$ cat src/rtl/eth_crc_pkg.sv
// Shared constants, bit-reversal helpers and the per-byte CRC-32 step
// used by the streaming Ethernet CRC engine.
package eth_crc_pkg;

  localparam logic [31:0] CRC32_POLY         = 32'h04C11DB7;
  localparam logic [31:0] CRC32_POLY_REFL    = 32'hEDB88320;
  localparam logic [31:0] CRC32_RESIDUE_REFL = 32'hDEBB20E3;
  localparam logic [31:0] CRC32_RESIDUE_NORM = 32'hC704DD7B;

  typedef enum logic [1:0] {
    IDLE = 2'd0,
    ACC  = 2'd1,
    HOLD = 2'd2
  } crc_state_t;

  function automatic logic [7:0] reflect_byte(input logic [7:0] b);
    logic [7:0] r;
    for (int i = 0; i < 8; i++) r[i] = b[7-i];
    return r;
  endfunction

  function automatic logic [31:0] reflect32(input logic [31:0] w);
    logic [31:0] r;
    for (int i = 0; i < 32; i++) r[i] = w[31-i];
    return r;
  endfunction

  // One byte through the shift register: LSB-first with the reflected
  // polynomial, or MSB-first with the normal one.
  function automatic logic [31:0] crc32_step_byte(input logic [31:0] crc,
                                                  input logic [7:0]  b,
                                                  input logic        reflect);
    logic [31:0] c;
    if (reflect) begin
      c = crc ^ {24'h000000, b};
      for (int i = 0; i < 8; i++)
        c = c[0] ? ((c >> 1) ^ CRC32_POLY_REFL) : (c >> 1);
    end else begin
      c = crc ^ {b, 24'h000000};
      for (int i = 0; i < 8; i++)
        c = c[31] ? ((c << 1) ^ CRC32_POLY) : (c << 1);
    end
    return c;
  endfunction

endpackage

$ cat src/rtl/crc32_lane_update.sv
// Combinational fold of the first keep_cnt bytes of a beat into the CRC,
// lane 0 first, as a chain of byte steps.
module crc32_lane_update
  import eth_crc_pkg::*;
#(
  parameter int DATA_W  = 8,
  parameter int REFLECT = 1,
  localparam int NB     = DATA_W / 8,
  localparam int KW     = $clog2(NB + 1)
) (
  input  logic [31:0]       crc_in,
  input  logic [DATA_W-1:0] data,
  input  logic [KW-1:0]     keep_cnt,
  output logic [31:0]       crc_out
);

  always_comb begin
    crc_out = crc_in;
    for (int i = 0; i < NB; i++) begin
      if (i < int'(keep_cnt))
        crc_out = crc32_step_byte(crc_out, data[8*i +: 8], REFLECT != 0);
    end
  end

endmodule

$ cat src/rtl/crc32_stream.sv
// Streaming CRC-32 engine: folds DATA_W-bit beats into the accumulator and
// holds one registered per-frame result (CRC, residue check, length).
module crc32_stream
  import eth_crc_pkg::*;
#(
  parameter int          DATA_W  = 8,
  parameter int          LEN_W   = 16,
  parameter int          REFLECT = 1,
  parameter logic [31:0] INIT    = 32'hFFFFFFFF,
  parameter logic [31:0] XOR_OUT = 32'hFFFFFFFF
) (
  input  logic                clk,
  input  logic                rst,
  input  logic [DATA_W-1:0]   in_data,
  input  logic [DATA_W/8-1:0] in_keep,
  input  logic                in_valid,
  input  logic                in_last,
  output logic                in_ready,
  input  logic                mode,
  output logic [31:0]         out_crc,
  output logic                out_fcs_ok,
  output logic [LEN_W-1:0]    out_len,
  output logic                out_valid,
  input  logic                out_ready,
  output logic                busy
);

  localparam int NB  = DATA_W / 8;
  localparam int KW  = $clog2(NB + 1);
  localparam int LW1 = LEN_W + 1;
  localparam logic [31:0] RESIDUE =
    (REFLECT != 0) ? CRC32_RESIDUE_REFL : CRC32_RESIDUE_NORM;

  crc_state_t       state;
  logic [31:0]      acc;
  logic [LEN_W-1:0] len;
  logic             mode_q;

  logic             accept;
  logic             start;
  logic             mode_eff;
  logic             run;
  logic [KW-1:0]    keep_cnt;
  logic [31:0]      base_crc;
  logic [31:0]      next_crc;
  logic [LEN_W-1:0] base_len;
  logic [LEN_W-1:0] next_len;
  logic [LEN_W:0]   len_sum;

  assign in_ready = !out_valid || out_ready;
  assign accept   = in_valid && in_ready;
  assign busy     = (state == ACC);

  // Any beat accepted outside ACC opens a new frame from INIT, including
  // one accepted in HOLD while the previous result is being consumed.
  assign start    = (state != ACC);
  assign base_crc = start ? INIT : acc;
  assign base_len = start ? '0 : len;
  assign mode_eff = start ? mode : mode_q;

  always_comb begin
    run      = 1'b1;
    keep_cnt = KW'(NB);
    if (in_last) begin
      keep_cnt = '0;
      for (int i = 0; i < NB; i++) begin
        if (run && in_keep[i]) keep_cnt = KW'(i + 1);
        else                   run      = 1'b0;
      end
    end
  end

  crc32_lane_update #(
    .DATA_W  (DATA_W),
    .REFLECT (REFLECT)
  ) u_lane_update (
    .crc_in   (base_crc),
    .data     (in_data),
    .keep_cnt (keep_cnt),
    .crc_out  (next_crc)
  );

  // Length saturates at all-ones instead of wrapping.
  assign len_sum  = {1'b0, base_len} + LW1'(keep_cnt);
  assign next_len = len_sum[LEN_W] ? '1 : len_sum[LEN_W-1:0];

  always_ff @(posedge clk) begin
    if (!rst) begin
      state      <= IDLE;
      acc        <= INIT;
      len        <= '0;
      mode_q     <= 1'b0;
      out_valid  <= 1'b0;
      out_crc    <= '0;
      out_fcs_ok <= 1'b0;
      out_len    <= '0;
    end else begin
      if (out_valid && out_ready) begin
        out_valid <= 1'b0;
        state     <= IDLE;
      end
      if (accept) begin
        acc    <= next_crc;
        len    <= next_len;
        mode_q <= mode_eff;
        if (in_last) begin
          state      <= HOLD;
          out_valid  <= 1'b1;
          out_crc    <= next_crc ^ XOR_OUT;
          out_fcs_ok <= mode_eff && (next_crc == RESIDUE);
          out_len    <= next_len;
        end else begin
          state <= ACC;
        end
      end
    end
  end

endmodule

$ cat config.mk
export PLATFORM = sky130hd
export DESIGN_NAME = crc32_stream
export DESIGN_NICKNAME = d
export VERILOG_FILES = /design/src/rtl/eth_crc_pkg.sv /design/src/rtl/crc32_lane_update.sv /design/src/rtl/crc32_stream.sv
export SDC_FILE = /design/constraint.sdc
export NUM_CORES = 1
export LEC_CHECK = 0
export BUFFER_PORTS_ARGS = -buffer_cell sky130_fd_sc_hd__buf_2
export CORE_UTILIZATION = 30
export CTS_CLUSTER_SIZE = 24
export DETAILED_ROUTE_END_ITERATION = 12
export GPL_ROUTABILITY_DRIVEN = 1
export HOLD_SLACK_MARGIN = 0.03
export MAX_ROUTING_LAYER = met4
export PLACE_DENSITY = 0.54
export RECOVER_POWER = 100
export SYNTH_ARGS = -nofsm -noshare
export SYNTH_HDL_FRONTEND = slang
export SYNTH_HIERARCHICAL = 1
export SYNTH_SLANG_ARGS = --single-unit
$ cat constraint.sdc
create_clock -name clk -period 4.3 [get_ports clk]
set_clock_uncertainty 0.05 [all_clocks]
set_input_delay 0.43 -clock clk [delete_from_list [all_inputs] [get_ports clk]]
set_output_delay 0.43 -clock clk [all_outputs]
set_load 0.01 [all_outputs]
==> results.py <==
metrics = {
    "sta": {
        "final-hold-violation-count": 0,
        "slew_headroom": -0.609,
        "period_share": 0.928,
        "tightest_slew_ns": 2.41,
        "post-route-min-period_ns": 3.99,
        "rsz0062_at_grt": "false",
        "finalSetupViolations": 0,
        "slew_violations": 107,
        "fin_tns_setup_ns": 0,
        "fmax_mhz": 250,
    },
    "drt": {
        "via_per_inst": 4.89,
        "first_iter_violations": 262,
        "drt-total-wl_mm": 15.3,
        "routed-via-count": 4468,
        "drtPass1Iterations": 8,
        "ant_nets": 0,
        "routedWlPerCell_um": 16.7,
        "drc": 3,
    },
    "placed_design": {
        "portBuffers": 66,
        "gp_congestion": 0.836,
        "placed_cell_area_sq_um": 6130,
        "dp_hpwl_mm": 10.9,
    },
    "power_and_ir_drop": {
        "report.power.total_mw": 2.56,
        "power_leakage_nw": 2.45,
        "pwr_density_cell_nw_per_um2": 404,
        "ir_drop_mv": 0.179,
    },
    "yosys": {
        "yosys.area_share.adder": 0.00446,
        "syn_inst": 635,
        "synth_xor_area_frac": 0.192,
        "synth_edf_count": 0,
        "synth_cell_types": 55,
        "synth_top_family_by_area": "simple AND/OR/NAND/NOR gates",
        "ys_seq_area_frac": 0.361,
        "postSynth.asyncResetShare": 0,
        "netlist_area_sq_um": 5610,
        "yosysWarnings": 6,
        "muxShareOfSynthArea": 0.0545,
        "syn-num-nets": 652,
        "synth_compound_area_frac": 0.115,
        "synth_top_area_frac": 0.361,
        "synthFlopType": "dfxtp_1",
        "synth-seq-cells": 101,
        "synthTopCellsByArea": "dfxtp_1, nand2_1, mux2_2",
        "synth_top_cell_by_area": "dfxtp_1",
        "synthSimpleGateAreaFrac": 0.235,
        "syn_avg_cell_area_sq_um": 8.83,
    },
    "cells_and_area": {
        "fin_util": 0.350,
        "nets": 697,
        "fillerInstances": 1909,
        "antennaDiodeCount": 0,
        "area_growth_pct": 13.2,
        "final_area_sq_um": 6340,
        "drive_gt1_frac": 0.107,
    },
    "hold_path": {
        "min_from": "in_last",
        "whs_endpoint": "state[0]",
        "min_path_type": "input port to flip-flop",
        "min_path_cells": 4,
    },
    "clock_network": {
        "cts_buffer_depth": 2,
        "htreeDepth": 3,
        "worstSkewPairLatency_ns": 0.36,
        "post_cts_buffers": 0,
        "cts_tree": "yes",
        "cts-root-buf": "clkbuf_16",
        "cts.sinks": 101,
        "cts_resized": 0,
        "numCtsBuffers": 9,
        "clk_pin_slew_worst_paths_ns": 0.07,
        "holdBufCountCts": 0,
    },
    "floorplan": {
        "core_sq_um": 18100,
        "initial_utilization": 0.309,
        "fp.dieW_um": 139,
        "die-area_sq_um": 19200,
        "rows": 49,
        "io_pins": 67,
        "die_y_um": 139,
    },
    "setup_path": {
        "cp_cell_sequence": "nand2b_1 -> inv_1 -> nand2b_1 -> xnor2_1 -> clkbuf_1 -> xnor2_2 -> xnor3_1 -> mux2_1 -> nand4b_1 -> or4_1 -> or4_1 -> a21oi_1",
        "ff2ff_setup_slack_ns": 0.31,
        "crit_slowest_cell": "or4_1",
        "required_ns": 4.52,
        "worstSetupStartpointType": "flip-flop",
        "crit_buf_inv": 2,
        "arrival_ns": 4.21,
        "crit_family": "simple AND/OR/NAND/NOR gates",
        "reg2reg_to": "out_fcs_ok",
        "r2r-start": "state[1]",
        "cp_max_fo": 9,
        "worstSetupPathType": "flip-flop to flip-flop",
        "reg2reg_depth": 12,
        "crit_path_end_kind": "flip-flop",
        "max_stage_delay_ns": 0.54,
    },
    "grt": {
        "antenna_found_initial": 0,
        "grt_max_degree": 56,
        "grt.total_usage": 0.167,
        "grt-ovfl-total": 0,
        "grt_pass1_vias": 4400,
        "grt_pass1_wl_mm": 24.6,
    },
    "flow_run": {
        "drv_cap": 2,
    },
    "run_status": {
        "status": "finished with violations",
        "violations": "design-rule violations, max-capacitance violations, max-slew violations",
    },
}
[power by group]
group	switching [mW]	internal, mW	total (mW)
logic	0.337	0.282	0.619
clock network	0.380	0.513	0.893
registers	0.0403	1.01	1.05
[metrics by stage]
| stage | worst slack (ns) | std cells | hold slack [ns] |
|---|---|---|---|
| floorplan | 0.433 | 635 | 0.382 |
| global placement | 0.543 | 898 | 0.392 |
| detailed placement | 0.490 | 898 | 0.398 |
| CTS | 0.466 | 914 | 0.371 |
| global route | 0.0972 | 914 | 0.405 |
| finish | 0.308 | 914 | 0.387 |
[area by class of cell]
cell class / count / area, sq um / area share
Multi-Input combinational cell: 484 / 3350 / 0.528
Sequential cell: 101 / 2020 / 0.319
Timing Repair Buffer: 80 / 349 / 0.0550
Tap cell: 229 / 287 / 0.0452
Clock buffer: 9 / 225 / 0.0355
Clock inverter: 7 / 96.3 / 0.0152
Inverter: 4 / 15.0 / 0.00237
[flip-flops by register name, indices dropped and copies added (netlist names)]
| signal | count |
|---|---|
| acc | 32 |
| len | 16 |
| mode_q | 1 |
| out_crc | 32 |
| out_fcs_ok | 1 |
| out_len | 16 |
| out_valid | 1 |
| state | 2 |
[Yosys cell counts, types with 4 or more instances]
cell / instances
dfxtp_1: 101
nand2_1: 83
nor2_1: 62
nand3_1: 42
a21oi_1: 40
nand2b_1: 35
a211oi_1: 29
clkbuf_1: 28
xnor2_1: 26
mux2_2: 24
o21ai_0: 21
xor2_1: 18
nor3_1: 14
buf_1: 10
xnor3_1: 10
xnor2_2: 8
nand4_1: 6
nor4_1: 6
xor3_1: 6
buf_2: 4
inv_1: 4
o21ai_1: 4
[how the worst max path moves through the flow]
stage	start	slack [ns]	to	cells past startpoint
floorplan	state[1]	0.43	out_fcs_ok	14
global placement	state[1]	0.54	out_fcs_ok	11
detailed placement	state[1]	0.49	out_fcs_ok	13
CTS	state[1]	0.47	out_fcs_ok	11
global route	state[1]	0.1	out_fcs_ok	12
finish	state[1]	0.31	out_fcs_ok	12
[kinds of logic (layout without fill, tap and decap cells)]
family / count (synthesis) / count (layout)
AO/OA/AOI/OAI: 107 / 107
XOR/XNOR: 75 / 75
adder cells (fa/ha/maj): 2 / 2
buffers and inverters: 50 / 100
flip-flops: 101 / 101
multiplexers: 27 / 27
AND/OR/NAND/NOR: 273 / 273
[tightest hold or removal path, cell delays in order]
cell and delay [ns]:
buf_2 0.12, nor2_1 0.05, a21oi_1 0.11, nor2_1 0.05
[placed cells by master (no fill, tap or decap), drive strengths merged, types with 3 or more instances in the layout]
master	instances
xor3	9
nor3	14
clkbuf	66
xnor2	36
o211ai	3
a31oi	3
o21ai	25
nand3	42
a211oi	29
a21oi	40
inv	6
or4	3
nand2b	35
nand2	84
xnor3	10
buf	23
xor2	20
nor4	6
dfxtp	101
nor2	64
and3	3
nand4	7
clkinv	3
mux2	25
nand4b	3
[per-layer routing]
layer,GRT usage,share of wire,vias up
met5,-,0,-
met1,0.217,0.48,2107
li1,-,-,2278
met4,0.0374,0.010,0
met3,0.0318,0.037,11
met2,0.270,0.47,72
No activity file was read; power rests on OpenSTA's default activity.
